## src/rtl/fetch_stage_pkg.sv

```systemverilog
// Shared datapath widths, bubble encoding and reset PC for the fetch stage.
// fetch_stage.sv names FETCH_MISALIGN_TRAP_EN, which enables the misaligned-redirect pulse.
package fetch_stage_pkg;

    localparam int XLEN = 64;
    localparam int ILEN = 32;

    localparam logic [ILEN-1:0] NOP_INSTR_DEFAULT = 32'h0000_0013;
    localparam logic [XLEN-1:0] RESET_PC_DEFAULT  = 64'd0;

    typedef enum logic {
        RUN      = 1'b0,
        HALT_OOB = 1'b1
    } fetch_state_e;

    function automatic logic [XLEN-1:0] align_word(input logic [XLEN-1:0] addr);
        return {addr[XLEN-1:2], 2'b00};
    endfunction

endpackage

```

## src/rtl/fetch_stage_if.sv

```systemverilog
// Fetch stage bus: redirect/stall control, instruction memory port and IF/ID outputs.
interface fetch_stage_if;
    import fetch_stage_pkg::*;

    logic            stall;
    logic            redirect_valid;
    logic [XLEN-1:0] redirect_target;
    logic [XLEN-1:0] imem_addr;
    logic [ILEN-1:0] imem_data;
    logic [XLEN-1:0] pc;
    logic            if_id_valid;
    logic [XLEN-1:0] if_id_pc;
    logic [XLEN-1:0] if_id_pc_plus4;
    logic [ILEN-1:0] if_id_instr;
    logic            fetch_oob;
    logic [31:0]     fetch_count;
    logic            fetch_misaligned;

    modport master (
        input  stall, redirect_valid, redirect_target, imem_data,
        output imem_addr, pc, if_id_valid, if_id_pc, if_id_pc_plus4,
               if_id_instr, fetch_oob, fetch_count, fetch_misaligned
    );

    modport slave (
        output stall, redirect_valid, redirect_target, imem_data,
        input  imem_addr, pc, if_id_valid, if_id_pc, if_id_pc_plus4,
               if_id_instr, fetch_oob, fetch_count, fetch_misaligned
    );

endinterface

```

## src/rtl/fetch_stage_if_id_reg.sv

```systemverilog
// IF/ID pipeline register. Flush (bubble) wins over hold; hold wins over load.
module fetch_stage_if_id_reg
    import fetch_stage_pkg::*;
#(
    parameter logic [ILEN-1:0] NOP_INSTR = NOP_INSTR_DEFAULT
) (
    input  logic            clk,
    input  logic            rst,
    input  logic            hold_i,
    input  logic            flush_i,
    input  logic [XLEN-1:0] pc_i,
    input  logic [ILEN-1:0] instr_i,
    output logic            valid_o,
    output logic [XLEN-1:0] pc_o,
    output logic [XLEN-1:0] pc_plus4_o,
    output logic [ILEN-1:0] instr_o
);

    logic            valid_q, valid_d;
    logic [XLEN-1:0] pc_q, pc_d;
    logic [XLEN-1:0] pc4_q, pc4_d;
    logic [ILEN-1:0] instr_q, instr_d;

    always_comb begin
        valid_d = valid_q;
        pc_d    = pc_q;
        pc4_d   = pc4_q;
        instr_d = instr_q;
        if (flush_i) begin
            // Bubble keeps the last real PC pair visible to decode.
            valid_d = 1'b0;
            instr_d = NOP_INSTR;
        end else if (!hold_i) begin
            valid_d = 1'b1;
            pc_d    = pc_i;
            pc4_d   = pc_i + 64'd4;
            instr_d = instr_i;
        end
    end

    always_ff @(posedge clk) begin
        if (rst) begin
            valid_q <= 1'b0;
            pc_q    <= '0;
            pc4_q   <= '0;
            instr_q <= NOP_INSTR;
        end else begin
            valid_q <= valid_d;
            pc_q    <= pc_d;
            pc4_q   <= pc4_d;
            instr_q <= instr_d;
        end
    end

    assign valid_o    = valid_q;
    assign pc_o       = pc_q;
    assign pc_plus4_o = pc4_q;
    assign instr_o    = instr_q;

endmodule

```

## src/rtl/fetch_stage.sv

```systemverilog
// Instruction fetch stage: PC register, next-PC mux, end-of-memory guard and fetch counter.
// Optional feature macro: FETCH_MISALIGN_TRAP_EN (one-cycle fetch_misaligned pulse).
module fetch_stage
    import fetch_stage_pkg::*;
#(
    parameter logic [XLEN-1:0] RESET_PC  = RESET_PC_DEFAULT,
    parameter int              MEM_WORDS = 501,
    parameter logic [ILEN-1:0] NOP_INSTR = NOP_INSTR_DEFAULT
) (
    input  logic          clk,
    input  logic          rst,
    fetch_stage_if.master bus
);

    localparam logic [XLEN-3:0] MEM_LIMIT = (XLEN-2)'(MEM_WORDS);

    logic [XLEN-1:0] pc_q, pc_d;
    logic [31:0]     count_q, count_d;
    logic            flush;
    fetch_state_e    state;

    // HALT_OOB is a pure function of the PC, so no state register exists.
    assign state = (pc_q[XLEN-1:2] >= MEM_LIMIT) ? HALT_OOB : RUN;

    always_comb begin
        pc_d    = pc_q;
        count_d = count_q;
        flush   = 1'b0;
        if (bus.redirect_valid) begin
            pc_d  = align_word(bus.redirect_target);
            flush = 1'b1;
        end else if (!bus.stall) begin
            if (state == HALT_OOB) begin
                flush = 1'b1;
            end else begin
                pc_d    = pc_q + 64'd4;
                count_d = count_q + 32'd1;
            end
        end
    end

    always_ff @(posedge clk) begin
        if (rst) begin
            pc_q    <= RESET_PC;
            count_q <= '0;
        end else begin
            pc_q    <= pc_d;
            count_q <= count_d;
        end
    end

`ifdef FETCH_MISALIGN_TRAP_EN
    logic mis_q, mis_d;

    assign mis_d = bus.redirect_valid && (bus.redirect_target[1:0] != 2'b00);

    always_ff @(posedge clk) begin
        if (rst) begin
            mis_q <= 1'b0;
        end else begin
            mis_q <= mis_d;
        end
    end

    assign bus.fetch_misaligned = mis_q;
`else
    assign bus.fetch_misaligned = 1'b0;
`endif

    fetch_stage_if_id_reg #(
        .NOP_INSTR (NOP_INSTR)
    ) u_if_id (
        .clk        (clk),
        .rst        (rst),
        .hold_i     (bus.stall),
        .flush_i    (flush),
        .pc_i       (pc_q),
        .instr_i    (bus.imem_data),
        .valid_o    (bus.if_id_valid),
        .pc_o       (bus.if_id_pc),
        .pc_plus4_o (bus.if_id_pc_plus4),
        .instr_o    (bus.if_id_instr)
    );

    assign bus.pc          = pc_q;
    assign bus.imem_addr   = {2'b00, pc_q[XLEN-1:2]};
    assign bus.fetch_oob   = (state == HALT_OOB);
    assign bus.fetch_count = count_q;

endmodule
```

## src/flat_wrapper.sv

```systemverilog
// flat-port wrapper written by rule: the top's interface ports become plain ports
module fetch_stage_flat import fetch_stage_pkg::*;
#(
    parameter logic [XLEN-1:0] RESET_PC  = RESET_PC_DEFAULT,
    parameter int              MEM_WORDS = 501,
    parameter logic [ILEN-1:0] NOP_INSTR = NOP_INSTR_DEFAULT
)
  (clk, rst, bus_stall, bus_redirect_valid, bus_redirect_target, bus_imem_data, bus_imem_addr, bus_pc, bus_if_id_valid, bus_if_id_pc, bus_if_id_pc_plus4, bus_if_id_instr, bus_fetch_oob, bus_fetch_count, bus_fetch_misaligned);
  fetch_stage_if bus_i ();
  input  logic clk;
  input  logic rst;
  input wire logic [$bits(bus_i.stall)-1:0] bus_stall;
  input wire logic [$bits(bus_i.redirect_valid)-1:0] bus_redirect_valid;
  input wire logic [$bits(bus_i.redirect_target)-1:0] bus_redirect_target;
  input wire logic [$bits(bus_i.imem_data)-1:0] bus_imem_data;
  output wire logic [$bits(bus_i.imem_addr)-1:0] bus_imem_addr;
  output wire logic [$bits(bus_i.pc)-1:0] bus_pc;
  output wire logic [$bits(bus_i.if_id_valid)-1:0] bus_if_id_valid;
  output wire logic [$bits(bus_i.if_id_pc)-1:0] bus_if_id_pc;
  output wire logic [$bits(bus_i.if_id_pc_plus4)-1:0] bus_if_id_pc_plus4;
  output wire logic [$bits(bus_i.if_id_instr)-1:0] bus_if_id_instr;
  output wire logic [$bits(bus_i.fetch_oob)-1:0] bus_fetch_oob;
  output wire logic [$bits(bus_i.fetch_count)-1:0] bus_fetch_count;
  output wire logic [$bits(bus_i.fetch_misaligned)-1:0] bus_fetch_misaligned;
  assign bus_i.stall = bus_stall;
  assign bus_i.redirect_valid = bus_redirect_valid;
  assign bus_i.redirect_target = bus_redirect_target;
  assign bus_i.imem_data = bus_imem_data;
  assign bus_imem_addr = bus_i.imem_addr;
  assign bus_pc = bus_i.pc;
  assign bus_if_id_valid = bus_i.if_id_valid;
  assign bus_if_id_pc = bus_i.if_id_pc;
  assign bus_if_id_pc_plus4 = bus_i.if_id_pc_plus4;
  assign bus_if_id_instr = bus_i.if_id_instr;
  assign bus_fetch_oob = bus_i.fetch_oob;
  assign bus_fetch_count = bus_i.fetch_count;
  assign bus_fetch_misaligned = bus_i.fetch_misaligned;
  fetch_stage #(.RESET_PC(RESET_PC), .MEM_WORDS(MEM_WORDS), .NOP_INSTR(NOP_INSTR)) u_core (.clk(clk), .rst(rst), .bus(bus_i));
endmodule
```

## config.mk

```make
export PLATFORM = sky130hd
export DESIGN_NAME = fetch_stage_flat
export DESIGN_NICKNAME = d
export VERILOG_FILES = /design/src/rtl/fetch_stage_pkg.sv /design/src/rtl/fetch_stage_if.sv /design/src/rtl/fetch_stage_if_id_reg.sv /design/src/rtl/fetch_stage.sv /design/src/flat_wrapper.sv
export SDC_FILE = /design/constraint.sdc
export NUM_CORES = 1
export LEC_CHECK = 0
export CORE_AREA = 2 2 164 166
export CTS_CLUSTER_DIAMETER = 80
export DETAILED_ROUTE_END_ITERATION = 8
export DIE_AREA = 0 0 166 168
export GPL_ROUTABILITY_DRIVEN = 0
export GPL_TIMING_DRIVEN = 0
export PLACE_DENSITY = 0.71
export REMOVE_ABC_BUFFERS = 1
export SLEW_MARGIN = 10
export SYNTH_ARGS = -nofsm -noshare
export SYNTH_HDL_FRONTEND = slang
export SYNTH_SLANG_ARGS = --single-unit
export TNS_END_PERCENT = 50
```

## constraint.sdc

```tcl
create_clock -name clk -period 2.7 [get_ports clk]
set_clock_uncertainty 0.2 [all_clocks]
set_input_delay 0.54 -clock clk [delete_from_list [all_inputs] [get_ports clk]]
set_output_delay 0.54 -clock clk [all_outputs]
set_load 0.02 [all_outputs]
```

# == After elaboration in Yosys (flattened, before gate mapping) ==
# Cells that the tools add are included.
# op_classes
addsub,2
n_lt_le_gt_ge,1
n_eq_ne,2
n_mux,7
bitwise,4
reduce_logical,6
# ops
op,count
two-way mux 64 bit,3
"adder 64 x 3 -> 64 bit, second input constant",1
"greater-or-equal comparator 62 x 9 -> 1 bit, second input constant",1
"adder 32 x 1 -> 32 bit, second input constant",1
AND reduction 2 bit,3
two-way mux 1 bit,4
inverter 1 bit,4
OR reduction 2 bit,2
AND reduction 3 bit,1
"!= test 2 x 1 -> 1 bit, second input constant",1
"!= test 2 bit, second input constant",1
# totals
reg_bits,257

# == Longest topological paths before layout ==
# Gate-level depths: netlist of run 1.
# depth
word_depth,7
mapped_depth,9
mapped_depth_nobuf,7

# == Modules after synthesis ==
# Synthesis of run 1 repeated with hierarchy kept, for this count alone.
# hier_totals
hier_cells,1374
area_unflattened_um2,11680.0
# modules_own_cells
module,instances,cells_per_inst,area_per_inst_um2,seq_area_each_um2
fetch_stage_if_id_reg,1,830,6860.3,3183.1
fetch_stage,1,544,4819.6,1881.8

# == Least setup slack after synthesis of run 1 ==
# Ideal clock, no wire load.
# synth_timing
path_type,flip-flop to output port
startpoint,reg u_core.pc_q[2] (netlist: u_core.bus.pc[2])
endpoint,out bus_fetch_oob
t_arrival_ns,1.864
setup_slack_ns,0.096
path_stages_with_launch,8
n_path_buf,1
path_cell_list,dfxtp_1 inv_1 ha_1 nor2b_1 o211ai_1 a211o_1 clkbuf_1 nand4_1
# synth_between
elab_chain_len,2
# synth_lines
item,line,source
"start, declared",fetch_stage.sv:17,"logic [XLEN-1:0] pc_q, pc_d;"
"start signal, assigned",fetch_stage.sv:47,pc_q <= pc_d;
greater-or-equal comparator 62 x 9 -> 1 bit,fetch_stage.sv:23,assign state = (pc_q[XLEN-1:2] >= MEM_LIMIT) ? HALT_OOB : RUN;
two-way mux 1 bit,fetch_stage.sv:23,
"end, declared",flat_wrapper.sv:22,output wire logic [$bits(bus_i.fetch_oob)-1:0] bus_fetch_oob;
# Every way passes these cells.

# == Worst setup path in the final report of run 1 ==
# layout_timing
startpoint,reg u_core.pc_q[3] (netlist: u_core.bus.pc[3])
endpoint,out bus_fetch_oob
# The elaborated chain is that of the path after synthesis.

==> Implementation_results.wiki, run 1 <==
{| class="wikitable"
! Metric !! Value
|-
| Area after detailed placement || 13900 sq um
|-
| Detailed-route via count || 8244
|-
| Setup Crit Path Kind || reg -> out
|-
| Hold WS || 0.185 ns
|-
| Horizontal die dimension || about 170 um
|-
| Hold/Removal Path Class || in -> reg
|-
| Tmin final || 2.70 ns
|-
| Run status || completed
|-
| Final cycle utilization of the critical path || 0.999
|-
| Pin count of the biggest net entering global routing || 114
|-
| Worst Max-Slew Pin Slew || 0.822 ns
|-
| Clock tree from TritonCTS || yes
|-
| Cell type with the largest total area after synthesis || sky130_fd_sc_hd__dfxtp_1
|-
| Number of levels in the clock H-tree || 1
|-
| Initial core utilization || 0.375
|-
| FF-to-FF setup slack || 0.04 ns
|-
| Synthesized cell area || 9870 sq um
|-
| Area overhead of the layout relative to synthesis || 52.2%
|-
| Syn_area_per_cell || 10.1 sq um
|-
| Fraction of layout cells with a size suffix above 1 || 0.106
|-
| Sort of element at the start of the critical path || flip-flop
|-
| Largest voltage drop on the vdd net || between 0.0004 and 0.0005 V
|-
| Static Leakage || 0.00568 uW
|-
| Primary flip-flop cell chosen by synthesis mapping || sky130_fd_sc_hd__dfxtp_1
|-
| Max frequency || 371 MHz
|-
| Total length of routed wires || 29.6 mm
|-
| Power density normalized to cell area || roughly 560 nW/um^2
|-
| CTS Root Cell || sky130_fd_sc_hd__clkbuf_16
|-
| Initial DRC count || 624
|-
| Synthesized netlist cell count || slightly below 1000
|-
| Buffers and inverters on the worst path || 2
|-
| Sequential area share after synthesis || 0.509
|-
| Most common library cell in the layout ignoring fill and taps || sky130_fd_sc_hd__clkdlybuf4s50_1
|-
| Arrival time at the worst endpoint || 1.96 ns
|-
| Total iterations of the first detailed-routing run || 5
|-
| Final Cell Area || 15000 sq um
|-
| Final Hold Fails || 0
|-
| Element type at the critical path end || output pin
|-
| Clk buf depth || 3
|-
| First-pass GRT wire length || 46.1 mm
|-
| List of cells traversed by the critical path || inv_1, ha_1, nor2b_1, o211ai_1, a211o_4, nand4_1, buf_6
|-
| Critical Path Fanout Max || 2
|-
| Fin. max-slew vios || 0
|-
| Register bit total from synthesis || between 200 and 300
|-
| Antenna violations before repair || 0
|-
| Overall fraction of global-route tracks in use || 0.201
|-
| Required time worst endpoint || 1.96 ns
|-
| Area fraction of the dominant cell type after synthesis || 0.509
|-
| Number of flops mapped to enable cells by yosys || 0
|-
| Via/cell ratio || 4.92
|-
| Placement row count || 60
|-
| Num Clock Sinks || 251
|-
| Number of top-level design ports || 423
|-
| Count of cell types in the netlist || 55
|-
| Area enclosed by the die boundary || 27900 sq um
|-
| Largest cells by area after synthesis || sky130_fd_sc_hd__dfxtp_1 (51%), sky130_fd_sc_hd__and2_1 (6.8%), sky130_fd_sc_hd__buf_4 (5.5%)
|-
| Diode count || 0
|-
| Cts-stage hold buffer count || 0
|-
| Area inside the core boundary || 26400 sq um
|-
| Commonest non-fill, non-tap cells in the layout || sky130_fd_sc_hd__clkdlybuf4s50_1 (408), sky130_fd_sc_hd__dfxtp_1 (248), sky130_fd_sc_hd__and2_1 (108)
|-
| Wirelength per Cell || 17.7 um
|-
| Setup Total Neg Slack || 0 ns
|-
| Total setup violations reported at the end of the flow || 0
|-
| Slew margin rel. || 0.452
|-
| Aggregate global routing overflow || 0
|-
| Unrepaired setup endpoints after global routing || true
|-
| Post-layout net count || between 1000 and 1500
|-
| Worst-skew pair later-pin latency || 0.53 ns
|-
| Number of warnings printed during yosys synthesis || 0
|-
| Maximum cell stage delay along the critical path || 0.37 ns
|-
| Clock slew at the register clock pins of the worst setup and hold paths || 0.06 ns
|-
| Critical Path Slowest Stage Cell || sky130_fd_sc_hd__a211o_4
|-
| Clock buffers created by TritonCTS || 27
|-
| Top cell family by delay on the critical path || compound AO/OA/AOI/OAI gates
|-
| Buffers added on ports || 411
|-
| Number of antenna-violating nets in the routed design || 0
|-
| Sum of net half-perimeters after detailed placement || about 21 mm
|-
| Number of global-route vias before repair || 8121
|-
| Floorplan die height || 168 um
|-
| DRC violations left || 0
|-
| Async set-or-reset flop fraction in the synthesized netlist || 0
|-
| Post-placement cell count || between 1500 and 2000
|-
| Max-Cap Viols || 0
|-
| Cell Count, Final, Fillers Out || ~1700
|}
## cell type report
cell class,instances,area [sq um]
clock buffers,37,783
clock inverters,11,140
fillers,2273,11300
inverters,6,22.5
multi-input cells,591,4150
flip-flops and latches,251,5030
well taps,341,427
repair buffers,439,4470
## cell usage after synthesis (2+ instances only)
| cell | n |
|---|---|
| sky130_fd_sc_hd__o31ai_1 | 15 |
| sky130_fd_sc_hd__a31oi_1 | 8 |
| sky130_fd_sc_hd__inv_1 | 6 |
| sky130_fd_sc_hd__ha_1 | 4 |
| sky130_fd_sc_hd__buf_6 | 3 |
| sky130_fd_sc_hd__nor2_1 | 98 |
| sky130_fd_sc_hd__nor3_1 | 14 |
| sky130_fd_sc_hd__nand4_2 | 2 |
| sky130_fd_sc_hd__xnor2_1 | 3 |
| sky130_fd_sc_hd__o221ai_1 | 3 |
| sky130_fd_sc_hd__nand3_1 | 18 |
| sky130_fd_sc_hd__nor4_2 | 12 |
| sky130_fd_sc_hd__a211o_1 | 3 |
| sky130_fd_sc_hd__mux2i_1 | 53 |
| sky130_fd_sc_hd__o22a_1 | 3 |
| sky130_fd_sc_hd__buf_4 | 72 |
| sky130_fd_sc_hd__dfxtp_1 | 251 |
| sky130_fd_sc_hd__nor2b_1 | 30 |
| sky130_fd_sc_hd__and2_1 | 108 |
| sky130_fd_sc_hd__a22o_1 | 29 |
| sky130_fd_sc_hd__buf_1 | 9 |
| sky130_fd_sc_hd__or4_1 | 4 |
| sky130_fd_sc_hd__mux2_2 | 21 |
| sky130_fd_sc_hd__nor4_1 | 39 |
| sky130_fd_sc_hd__clkbuf_1 | 34 |
| sky130_fd_sc_hd__buf_2 | 23 |
| sky130_fd_sc_hd__xor2_1 | 4 |
| sky130_fd_sc_hd__mux2_1 | 9 |
| sky130_fd_sc_hd__nor3b_1 | 7 |
| sky130_fd_sc_hd__nand2_1 | 25 |
| sky130_fd_sc_hd__a21oi_1 | 12 |
| sky130_fd_sc_hd__and3_1 | 5 |
| sky130_fd_sc_hd__and4_1 | 5 |
| sky130_fd_sc_hd__o21ai_0 | 2 |
| sky130_fd_sc_hd__nand4_1 | 26 |
## flip-flops by register name, indices dropped and copies added (netlist names)
register                   flops
u_core.bus.fetch_count        32
u_core.bus.pc                 62
u_core.u_if_id.instr_o        32
u_core.u_if_id.pc_o           62
u_core.u_if_id.pc_plus4_o     62
u_core.u_if_id.valid_o         1
## where the power goes
group	switching [uW]	total, uW	internal [uW]
clock	1510	3810	2310
combinational	402	824	422
sequential	86.6	3850	3760
total	1990	8480	6490
## kinds of logic after synthesis
group | share of synthesized area
buffers and inverters | 0.0884
other | 0.000380
multiplexers | 0.0879
flip-flops | 0.509
AO/OA/AOI/OAI | 0.0701
adder cells (fa/ha/maj) | 0.00507
AND/OR/NAND/NOR | 0.233
XOR/XNOR | 0.00621
## through the flow
stage          setup WS, ns   util  power, uW
2_1_floorplan         -2.04      -       4210
3_3_place_gp          -6.52  0.516       4730
3_5_place_dp         -0.976  0.526       4730
4_1_cts             -0.0687  0.568       8600
5_1_grt              -0.102  0.570       8790
6_report            0.00212  0.570       8480
## final timing paths
kind                                         startpoint                                          to  cells past startpoint
min reg2reg  u_core.u_if_id.pc_plus4_o[29]$_SDFFE_PP0P_  u_core.u_if_id.pc_plus4_o[29]$_SDFFE_PP0P_                      1
max reg2reg               u_core.bus.pc[3]$_SDFFE_PP0P_      u_core.u_if_id.instr_o[1]$_SDFFE_PP1N_                     11
max                       u_core.bus.pc[3]$_SDFFE_PP0P_                               bus_fetch_oob                      7
min                                                 rst              u_core.bus.pc[29]$_SDFFE_PP0P_                      2
## worst register-to-register path: stages, from the launching register on
cell	delay, ns
sky130_fd_sc_hd__dfxtp_4	0.34
sky130_fd_sc_hd__inv_1	0.08
sky130_fd_sc_hd__ha_1	0.16
sky130_fd_sc_hd__nor2b_1	0.04
sky130_fd_sc_hd__o211ai_1	0.27
sky130_fd_sc_hd__buf_4	0.19
sky130_fd_sc_hd__a211oi_4	0.06
sky130_fd_sc_hd__buf_8	0.14
sky130_fd_sc_hd__buf_12	0.15
sky130_fd_sc_hd__buf_12	0.16
sky130_fd_sc_hd__or4_4	0.53
sky130_fd_sc_hd__o22a_1	0.23
## what timing repair did
item,CTS,global route
setup buffers,11,2
pin swaps,6,3
cloned,1,0
setup endpoints to repair,198,137
resized for setup,28,10
## per-layer routing
layer | up-vias | wire length (um) | GRT usage
met5 | - | 0 | 0
met3 | 45 | 2880 | 0.0766
met4 | 0 | 609 | 0.0491
met2 | 323 | 13700 | 0.326
li1 | 3987 | - | -
met1 | 3889 | 12500 | 0.254
Note: power is estimated with default switching activity, not from simulation.
==> run 2: changes to the inputs <==
--- a/config.mk
+++ b/config.mk
@@ -5,16 +5,19 @@
 export SDC_FILE = /design/constraint.sdc
 export NUM_CORES = 1
 export LEC_CHECK = 0
-export CORE_AREA = 2 2 164 166
+export CELL_PAD_IN_SITES_DETAIL_PLACEMENT = 1
+export CELL_PAD_IN_SITES_GLOBAL_PLACEMENT = 2
+export CORE_MARGIN = 2
+export CORE_UTILIZATION = 25
 export CTS_CLUSTER_DIAMETER = 80
 export DETAILED_ROUTE_END_ITERATION = 8
-export DIE_AREA = 0 0 166 168
 export GPL_ROUTABILITY_DRIVEN = 0
 export GPL_TIMING_DRIVEN = 0
-export PLACE_DENSITY = 0.71
+export PLACE_DENSITY = 0.77
 export REMOVE_ABC_BUFFERS = 1
 export SLEW_MARGIN = 10
 export SYNTH_ARGS = -nofsm -noshare
 export SYNTH_HDL_FRONTEND = slang
+export SYNTH_HIERARCHICAL = 1
 export SYNTH_SLANG_ARGS = --single-unit
 export TNS_END_PERCENT = 50
==> Implementation_results.wiki, run 2 <==
{| class="wikitable"
! Metric !! Value
|-
| Setup Total Neg Slack || -36.06 ns (-36.06 ns)
|-
| Largest cells by area after synthesis || sky130_fd_sc_hd__dfxtp_1 (43%), sky130_fd_sc_hd__mux2i_1 (7.6%), sky130_fd_sc_hd__nor2_1 (5.7%)
|-
| Via/cell ratio || 4.98 (+1.3%)
|-
| Floorplan die height || 220 um (+31%)
|-
| Async set-or-reset flop fraction in the synthesized netlist || 0 (unchanged)
|-
| Fin. max-slew vios || 0 (unchanged)
|-
| Slew margin rel. || 0.371 (-0.0809)
|-
| Max frequency || 330 MHz (-11%)
|-
| Number of global-route vias before repair || 12228 (+51%)
|-
| Clock buffers created by TritonCTS || 35 (+30%)
|-
| Setup Crit Path Kind || reg -> reg
|-
| FF-to-FF setup slack || -0.33 ns (-0.37 ns)
|-
| Clk buf depth || 3 (unchanged)
|-
| DRC violations left || 0 (unchanged)
|-
| Buffers added on ports || 415 (+0.97%)
|-
| Overall fraction of global-route tracks in use || 0.206 (+0.00474)
|-
| Seq pwr share || 0.382 (-0.072)
|-
| Area enclosed by the die boundary || 48500 sq um (+74%)
|-
| Share of power burned in the clock network || 0.470 (+0.021)
|-
| Unrepaired setup endpoints after global routing || true
|-
| Hold WS || 0.254 ns (+0.0691 ns)
|-
| CTS Root Cell || sky130_fd_sc_hd__clkbuf_16
|-
| Total length of routed wires || 52.1 mm (+76%)
|-
| Number of antenna-violating nets in the routed design || 0 (unchanged)
|-
| Number of warnings printed during yosys synthesis || 6 (+6)
|-
| Total of fill cells in the finished design || 5215 (+130%)
|-
| Aggregate global routing overflow || 0 (unchanged)
|-
| Setup slack after layout || -0.327 ns (-0.329 ns)
|-
| Number of levels in the clock H-tree || 2 (+1)
|-
| Cells on Worst Hold Path || 2 (unchanged)
|-
| Area inside the core boundary || 46400 sq um (+76%)
|-
| Area overhead of the layout relative to synthesis || 66.9%
|-
| Critical Path Fanout Max || 8 (+6)
|-
| Clock tree from TritonCTS || yes
|-
| Fraction of layout cells with a size suffix above 1 || 0.220 (+0.114)
|-
| Final cycle utilization of the critical path || 1.12 (+0.122)
|-
| Tmin final || 3.03 ns (+0.329 ns)
|-
| Largest voltage drop on the vdd net || 0.000455 V (-2.1%)
|-
| Part of the power in combinational logic || 0.148 (+0.051)
|-
| Flip-flop count of the largest register after layout || 64
|-
| Wirelength per Cell || 21.7 um (+23%)
|-
| Post-placement cell count || 2257 (+40%)
|-
| Run status || complete, but fails checks
|-
| Commonest non-fill, non-tap cells in the layout || sky130_fd_sc_hd__clkdlybuf4s50_1 (411), sky130_fd_sc_hd__dfxtp_1 (195), sky130_fd_sc_hd__nor2_1 (164)
|-
| Sum of net half-perimeters after detailed placement || 33.0 mm (+61%)
|-
| Placement row count || 79 (+32%)
|-
| Most common library cell in the layout ignoring fill and taps || sky130_fd_sc_hd__clkdlybuf4s50_1
|-
| Number of flops mapped to enable cells by yosys || 0 (unchanged)
|-
| Number of cells traversed by the worst register-to-register path || 9 (-2)
|-
| Post-layout net count || 1879 (+32%)
|-
| P_int || 7940 uW (+22%)
|-
| Ranking of synthesized cells by instance count || sky130_fd_sc_hd__dfxtp_1 (253), sky130_fd_sc_hd__nor2_1 (177), sky130_fd_sc_hd__nand2_1 (176)
|-
| Launch instance of the worst min-delay path || u_core/u_if_id/pc_o[17]$_SDFFE_PP0P_
|-
| Syn_area_per_cell || 8.50 sq um (-16%)
|-
| Sort of element at the start of the critical path || flip-flop
|-
| Count of cell types in the netlist || 53 (-3.6%)
|-
| Destination of the worst hold path || u_core/u_if_id/pc_o[17]$_SDFFE_PP0P_
|-
| Final Hold Fails || 0 (unchanged)
|-
| Critical R2R Launch || u_core/bus.pc[46]$_SDFFE_PP0P_
|-
| Violations in the final reports || setup timing
|-
| Power density normalized to cell area || 553 nW/um^2 (-2.1%)
|-
| Required time worst endpoint || 2.91 ns (+0.95 ns)
|-
| Antenna violations before repair || 2 (+2)
|-
| Endpoint of the most critical register-to-register path || u_core/u_if_id/pc_plus4_o[47]$_SDFFE_PP0P_
|-
| Total iterations of the first detailed-routing run || 5 (unchanged)
|-
| Number of top-level design ports || 423 (unchanged)
|-
| Element type at the critical path end || flip-flop
|-
| Clock slew at the register clock pins of the worst setup and hold paths || 0.05 ns (about the same)
|-
| Cts-stage hold buffer count || 0 (unchanged)
|-
| Synthesized netlist cell count || 1374 (+40%)
|-
| Primary flip-flop cell chosen by synthesis mapping || sky130_fd_sc_hd__dfxtp_1
|-
| Detailed-route via count || 11996 (+46%)
|-
| Cell Count, Final, Fillers Out || 2407 (+44%)
|-
| Worst-skew pair later-pin latency || 0.53 ns (about the same)
|-
| Sequential area share after synthesis || 0.434 (-0.0752)
|-
| Area fraction of the dominant cell type after synthesis || 0.434 (-0.0752)
|-
| Cell type with the largest total area after synthesis || sky130_fd_sc_hd__dfxtp_1
|-
| Pin count of the biggest net entering global routing || 116 (+1.8%)
|-
| First-pass GRT wire length || 76.1 mm (+65%)
|-
| Arrival time at the worst endpoint || 3.24 ns (+1.28 ns)
|-
| Register bit total from synthesis || 253 (+0.80%)
|-
| Horizontal die dimension || 220 um (+33%)
|-
| Worst Max-Slew Pin Slew || 0.943 ns (+0.121 ns)
|-
| Static Leakage || 0.00689 uW (+21%)
|-
| Initial core utilization || 0.252 (-0.123)
|-
| Initial DRC count || 625 (+0.16%)
|-
| Most used standard cell by instance count after synthesis || sky130_fd_sc_hd__dfxtp_1
|-
| Synthesized cell area || 11700 sq um (+18%)
|-
| Max-Cap Viols || 0 (unchanged)
|-
| Total setup violations reported at the end of the flow || 170 (+170)
|-
| Num Clock Sinks || 253 (+0.80%)
|-
| Fraction of power spent switching nets || 0.263 (+0.0278)
|-
| Sw power || 2830 uW (+42%)
|-
| Hold/Removal Path Class || reg -> reg
|}
-- run 2: cell types whose count changed after synthesis, moves of 39 or more --
cell	previous run	this run
sky130_fd_sc_hd__nand2_1	25	176
sky130_fd_sc_hd__a211oi_1	1	40
sky130_fd_sc_hd__and2_1	108	3
sky130_fd_sc_hd__nor2_1	98	177
sky130_fd_sc_hd__a21oi_1	12	97
-- run 2: cell families (layout without fill, tap and decap cells) --
| group | Yosys count | count (layout) | share of synthesized area |
|---|---|---|---|
| flip-flops | 253 | 253 | 0.434 |
| multiplexers | 92 | 92 | 0.0792 |
| other | 1 | 8 | 0.000321 |
| AND/OR/NAND/NOR | 589 | 591 | 0.251 |
| adder cells (fa/ha/maj) | 5 | 5 | 0.00536 |
| AO/OA/AOI/OAI | 219 | 219 | 0.120 |
| XOR/XNOR | 41 | 41 | 0.0307 |
| buffers and inverters | 174 | 591 | 0.0803 |
-- run 2: power by group through the flow --
stage	clock [uW]	sequential (uW)	combinational, uW
6_report	5070	4110	1590
3_5_place_dp	0	4190	1290
5_1_grt	5360	4140	1700
2_1_floorplan	0	4320	332
3_3_place_gp	0	4190	1310
4_1_cts	5210	4110	1530
-- run 2: worst max path at each step --
stage	endpoint	start	cells past startpoint	slack (ns)
floorplan	u_core/u_if_id/pc_plus4_o[48]$_SDFFE_PP0P_	u_core/bus.pc[3]$_SDFFE_PP0P_	11	-6.33
global placement	u_core/u_if_id/pc_plus4_o[55]$_SDFFE_PP0P_	bus_redirect_valid	6	-12.92
detailed placement	u_core/u_if_id/pc_plus4_o[15]$_SDFFE_PP0P_	u_core/bus.pc[37]$_SDFFE_PP0P_	10	-2.04
CTS	bus_fetch_oob	u_core/bus.pc[60]$_SDFFE_PP0P_	5	-0.31
global route	u_core/u_if_id/pc_o[45]$_SDFFE_PP0P_	u_core/bus.pc[38]$_SDFFE_PP0P_	13	-0.42
finish	u_core/u_if_id/pc_plus4_o[47]$_SDFFE_PP0P_	u_core/bus.pc[46]$_SDFFE_PP0P_	9	-0.33
-- run 2: final cells by class --
cell class,instances,area [sq um],area share
multi-input cells,955,6590,0.338
repair buffers,513,5620,0.288
flip-flops and latches,253,5190,0.266
clock buffers,51,1060,0.0543
well taps,607,759,0.0390
clock inverters,11,208,0.0107
inverters,16,60.1,0.00308
diodes,1,2.50,0.000128
-- run 2: timing repair --
| action | CTS | global route |
|---|---|---|
| pin swaps | 73 | 68 |
| setup endpoints to repair | 224 | 194 |
| cloned | 16 | 7 |
| resized for setup | 208 | 123 |
| buffers inserted | 49 | 19 |
-- run 2: per-layer routing --
| layer | vias to the layer above | GRT usage | routed length [um] |
|---|---|---|---|
| met5 | - | 0 | 13 |
| met4 | 2 | 0.0702 | 1310 |
| met3 | 66 | 0.0412 | 3020 |
| met2 | 368 | 0.351 | 25300 |
| met1 | 5906 | 0.259 | 22500 |
| li1 | 5654 | - | - |
-- run 2: stage by stage --
step | total power, uW | setup slack (ns) | area [sq um] | utilization
2_1_floorplan | 4650 | -6.33 | 10800 | -
3_3_place_gp | 5500 | -12.92 | 15700 | 0.339
6_report | 10800 | -0.327 | 19500 | 0.421
5_1_grt | 11200 | -0.421 | 19500 | 0.421
4_1_cts | 10900 | -0.306 | 18800 | 0.405
3_5_place_dp | 5480 | -2.04 | 16000 | 0.346
-- run 2: critical path, cell delays in order (launching register included) --
cell and delay (ns):
sky130_fd_sc_hd__dfxtp_2 0.38, sky130_fd_sc_hd__nor4_4 0.34, sky130_fd_sc_hd__nand4_4 0.17, sky130_fd_sc_hd__or3_4 0.42
sky130_fd_sc_hd__or2_4 0.27, sky130_fd_sc_hd__a21o_4 0.24, sky130_fd_sc_hd__or2_4 0.32, sky130_fd_sc_hd__buf_16 0.18
sky130_fd_sc_hd__buf_12 0.15, sky130_fd_sc_hd__o21a_1 0.19
==> run 3: changes to the inputs <==
--- a/config.mk
+++ b/config.mk
@@ -9,7 +9,6 @@
 export CELL_PAD_IN_SITES_GLOBAL_PLACEMENT = 2
 export CORE_MARGIN = 2
 export CORE_UTILIZATION = 25
-export CTS_CLUSTER_DIAMETER = 80
 export DETAILED_ROUTE_END_ITERATION = 8
 export GPL_ROUTABILITY_DRIVEN = 0
 export GPL_TIMING_DRIVEN = 0
==> results of run 3 <==
No change in the layout: final DEF, timing and power equal those of run 2.
==> variant 1, RTL diff (settings of run 1) <==
Change the package constant `ILEN` from 32 to 16.
--- a/src/rtl/fetch_stage_pkg.sv
+++ b/src/rtl/fetch_stage_pkg.sv
@@ -3,7 +3,7 @@
 package fetch_stage_pkg;
 
     localparam int XLEN = 64;
-    localparam int ILEN = 32;
+    localparam int ILEN = 16;
 
     localparam logic [ILEN-1:0] NOP_INSTR_DEFAULT = 32'h0000_0013;
     localparam logic [XLEN-1:0] RESET_PC_DEFAULT  = 64'd0;
Interface: changed (resized bus_if_id_instr and bus_imem_data); port bits go from 423 to 391. No check against the original RTL was run, so the function may have changed too.
==> variant 1 against run 1 <==
  * The flow now finishes with violations (negative setup slack)
  * Hold slack improved by 0.068 ns
  * Total power decreased by 6.2%
  * Cell area decreased by 9.5%
  * Combinational power decreased by 5.3%
  * Synthesized area decreased by 15%
  * First-iteration DRC count decreased by 28%
  * Sequential cell count decreased by 16
  * Wire length decreased by 10%
  * Worst setup slack got worse by 0.18 ns
  * Largest cell class unchanged
==> variant 1: results (changes against run 1) <==
Status
  – Status: finished with violations
  – Failing checks: negative setup slack

Global route
  – Largest net degree at the start of global routing: 53 (-54%)
  – Met2 track utilization from global routing: 29.32% (-3.3 points)
  – Number of global-route vias before repair: 7038 (-13%)
  – Initial antenna violation count: 1 (+1)
  – GR Layer Usage met3: 4.560% (-3.1 points)
  – Global-route wire length before repair: 39490 um (-14%)
  – Met1 usage: 21.91% (-3.5 points)

Cells and area
  – Nonclk buf count: 413 (-5.9%)
  – Final instance area: 0.01359 mm^2 (-9.5%)
  – Share of cells above drive strength 1: 13.79% (+3.2 points)
  – Inverters: 9 (+3)
  – Multi-input logic area: 0.003304 mm^2 (-20%)
  – Layout net count: 1252 (-12%)
  – Count of multi-input combinational gates: 479 (-19%)
  – Filler cells: 2310 (+1.6%)
  – Fin cells: 1524 (-9.1%)
  – Sequential share of cell area: 34.78% (+1.3 points)
  – Clock-cell share of area: 6.352% (+0.21 points)
  – Non-clock buffering overhead: 31.15% (+1.4 points)

Critical path
  – Crit-path leading delay family: simple AND/OR/NAND/NOR gates
  – CP arrival: 2.14 ns (+0.18 ns)
  – Crit Reg-Reg Endpoint: u_core.bus.fetch_count[16]
  – Worst r2r src: u_core.bus.pc[36]
  – Worst path slowest cell: dfxtp_4
  – Slowest stage delay, CP: 0.35 ns (-0.02 ns)

Min path
  – Hold Crit Start: u_core.u_if_id.valid_o
  – Worst Hold Class: reg2reg

Power and ir drop
  – Static Leakage: 5.079 nW (-11%)
  – P_seq: 3.62 mW (-6.0%)
  – PnR Total Power: 7.955 mW (-6.2%)
  – Switching pwr: 1.938 mW (-2.8%)

Routing
  – WL/cell: 17.44 um (-1.3%)
  – First drt pass iteration count: 5 (unchanged)
  – Initial DRC count: 449 (-28%)
  – DR WL met3: 1905 um (-34%)
  – DRT met1 WL: 11280 um (-9.6%)
  – Met2 routed WL: 12760 um (-6.6%)

Logic synthesis
  – Yosys reg bits: 235 (-6.4%)
  – Post-synthesis sequential area ratio: 55.74% (+4.8 points)
  – Netlist cell types: 41 (-25%)
  – Post-synth top cells: dfxtp_1, and2_1, buf_4, a22o_1, nand2_1
  – Synth top area cells: dfxtp_1, and2_1, buf_4, a22o_1, nand2_1
  – Post-Synth Adder-Cell Area: 0.5929% (+0.086 points)
  – Compound-cell area share of the yosys netlist: 10.47% (+3.5 points)
  – Post-synthesis mux area share: 2.075% (-6.7 points)
  – Synthesized area per cell: 10.17 um^2 (+0.93%)

Place
  – DP Cell Count: 1448 (-10%)
  – Post-DP HPWL: 18180 um (-11%)
  – DP Worst Slack: -1.646 ns (-0.6698 ns)
  – Post-DP Area: 0.01214 mm^2 (-12%)

Clock network
  – Post-CTS sizing: 42 (+50%)
  – Num CTS Buffers: 26 (-3.7%)

Timing
  – Setup slack after layout: -0.1806 ns (-0.1827 ns)
  – Least-Margin Pin Slew: 0.7058 ns (-0.1159 ns)
  – Worst Hold Margin: 0.2524 ns (+0.06774 ns)
  – Setup TNS: -0.7756 ns (-0.7756 ns)
  – Setup violators final: 22 (+22)
-- variant 1: cell types whose count changed in the layout (fill, tap and decap cells not counted), sizes merged, moves of 11 or more --
| cell | before | now |
|---|---|---|
| nand4 | 28 | 15 |
| nor4 | 52 | 15 |
| nor2b | 30 | 10 |
| nand2 | 25 | 45 |
| a21oi | 12 | 32 |
| clkdlybuf4s50 | 408 | 376 |
| mux2i | 53 | 13 |
| dfxtp | 251 | 235 |
| mux2 | 30 | 4 |
| o31ai | 15 | 4 |
| nor2 | 98 | 41 |
| a22o | 29 | 53 |
| o21ai | 2 | 19 |
| or3 | 1 | 15 |
-- variant 1: cells by family (layout without fill, tap and decap cells) --
group | Yosys count | in the layout
simple gates | 299 | 301
flops | 235 | 235
buf+inv | 126 | 468
compound gates | 125 | 125
xor+xnor | 23 | 23
mux | 17 | 17
fa+ha+maj | 4 | 4
other cells | 1 | 10
==> variant 2, RTL diff (flow settings as in run 1) <==
Without the edit above. `pc4_q` no longer has a reset.
--- a/src/rtl/fetch_stage_if_id_reg.sv
+++ b/src/rtl/fetch_stage_if_id_reg.sv
@@ -42,14 +42,16 @@
         if (rst) begin
             valid_q <= 1'b0;
             pc_q    <= '0;
-            pc4_q   <= '0;
             instr_q <= NOP_INSTR;
         end else begin
             valid_q <= valid_d;
             pc_q    <= pc_d;
-            pc4_q   <= pc4_d;
             instr_q <= instr_d;
         end
+    end
+
+    always_ff @(posedge clk) begin
+        pc4_q <= pc4_d;
     end
 
     assign valid_o    = valid_q;
Behaviour: not the same (Yosys sat finds a counterexample within 4 cycles, from zero or initial values and one cycle with rst high).
==> variant 2 against run 1 <==
  * Sequential share of layout area up 1.5 points
  * Worst setup slack worse by 0.18 ns
  * Cell area up 8.9%
  * The flow now finishes with violations (negative setup slack)
  * Total power up 3.9%
  * Critical path type unchanged
  * Non-clock buffer count up 29
  * Largest power group unchanged
  * Highest routed layer unchanged
  * Count of clock-buffer cells in the layout down 1
  * Sequential cell count unchanged
  * Via count up 10%
  * Critical endpoint unchanged
  * Wire length up 9.9%
  * Largest cell class unchanged
  * Synthesized area up 7.8%
  * Hold slack better by 0.062 ns
==> variant 2: results (changes against run 1) <==
Cells and area
  – Share of cells above drive strength 1: 14.78% (+4.2 points)
  – Layout net count: 1506 (+6.1%)

Logic synthesis
  – Post-synth top cells: dfxtp_1, nor2_1, mux2i_1, buf_4, and3_1
  – Number of flops mapped to enable cells by yosys: 62 (+62)
  – Post-synthesis sequential area ratio: 53.02% (+2.1 points)
  – Netlist cell types: 58 (+5.5%)
  – Synth top area cells: dfxtp_1, edfxtp_1, mux2i_1, buf_4, nor2_1

Global route
  – Global-route wire length before repair: 48600 um (+5.4%)
  – Initial antenna violation count: 3 (+3)
  – Largest net degree at the start of global routing: 64 (-44%)
  – Number of global-route vias before repair: 8566 (+5.5%)
  – GRT Total Usage: 21.41% (+1.3 points)

Critical path
  – Crit Path Max Fanout: 8 (+6)
  – CP arrival: 2.14 ns (+0.18 ns)

Routing
  – Total wire length: 32570 um (+9.9%)
  – DR WL met3: 2281 um (-21%)
  – Initial DRC count: 472 (-24%)
  – Met2 routed WL: 16100 um (+18%)
  – DRT met1 WL: 13500 um (+8.2%)
  – Vias: 9108 (+10%)
  – First drt pass iteration count: 5 (unchanged)

Place
  – Post-DP HPWL: 21900 um (+6.7%)

Min path
  – Worst Hold Class: reg2reg

Power and ir drop
  – Static Leakage: 6.350 nW (+12%)
  – VDD IR-drop max: 534.8 uV (+15%)

Timing
  – Setup TNS: -0.2544 ns (-0.2544 ns)
  – Setup slack after layout: -0.1760 ns (-0.1782 ns)
  – Least-Margin Pin Slew: 0.7312 ns (-0.09057 ns)
  – Setup violators final: 4 (+4)

Status
  – Status: finished with violations
  – Failing checks: negative setup slack
## variant 2: cell count changes after synthesis, sizes merged, moves of 20 or more
cell,change
a22o,-29
and2,-104
and3,+64
dfxtp,-62
edfxtp,+62
mux2,-30
mux2i,+39
nor2,+28
nor2b,-23
nor4,-36
xnor2,+37
xor2,+20
## variant 2: metrics by stage
step	utilization (%)	instance area, um^2	setup WS, ns	instances
finish	62.09	16360	-0.1760	1765
global route	62.09	16360	-0.2785	1765
CTS	60.00	15810	-0.2147	1722
detailed placement	55.31	14580	-0.8991	1657
global placement	54.80	14440	-6.990	1652
floorplan	-	9899	-2.148	900
## variant 2: area by class of cell
class	count	area, um^2
Antenna cell	3	7.507
Clock buffer	36	779.5
Clock inverter	12	141.4
Fill cell	2076	9988
Inverter	20	91.34
Multi-Input combinational cell	634	4541
Sequential cell	251	5725
Tap cell	341	426.7
Timing Repair Buffer	468	4649
## variant 2: per-layer routing
layer / up-vias / global-route usage (%)
met5: - / 0
met4: 0 / 5.784
met3: 47 / 4.607
met2: 372 / 37.13
met1: 4354 / 27.12
li1: 4335 / -
## variant 2: report_power, final
| group | internal (mW) | switching (mW) | leakage, nW |
|---|---|---|---|
| clock | 2.30 | 1.50 | 0.458 |
| combinational | 0.500 | 0.430 | 3.80 |
| sequential | 3.92 | 0.153 | 2.09 |
## variant 2: final timing paths
path | slack, ns | endpoint | start | depth (start not counted)
max | -0.18 | bus_fetch_oob | u_core.bus.pc[31] | 7
min | 0.25 | u_core.u_if_id.valid_o | u_core.u_if_id.valid_o | 2
max reg2reg | -0.04 | u_core.bus.fetch_count[31] | u_core.bus.pc[3] | 11
min reg2reg | 0.25 | u_core.u_if_id.valid_o | u_core.u_if_id.valid_o | 2
## variant 2: cell families after synthesis
group / share of synthesized area (%)
AND/OR/NAND/NOR: 19.55
XOR/XNOR: 5.264
flip-flops: 53.02
multiplexers: 8.649
buffers and inverters: 8.014
other: 0.03522
AO/OA/AOI/OAI: 4.994
adder cells (fa/ha/maj): 0.4701
## variant 2: what timing repair did
action	in CTS	in global routing
setup buffers	15	36
pin swaps	17	38
cloned	2	4
gates resized for setup	64	57
setup endpoints to repair	178	176
hold buffers	0	0
## variant 2: worst max-delay path: stages, from the launching register on
cell and delay (ns):
dfxtp_4 0.38, nor4_4 0.27, nand4_1 0.12, buf_4 0.17
or2_4 0.26, nor3_4 0.21, inv_2 0.06, buf_6 0.13
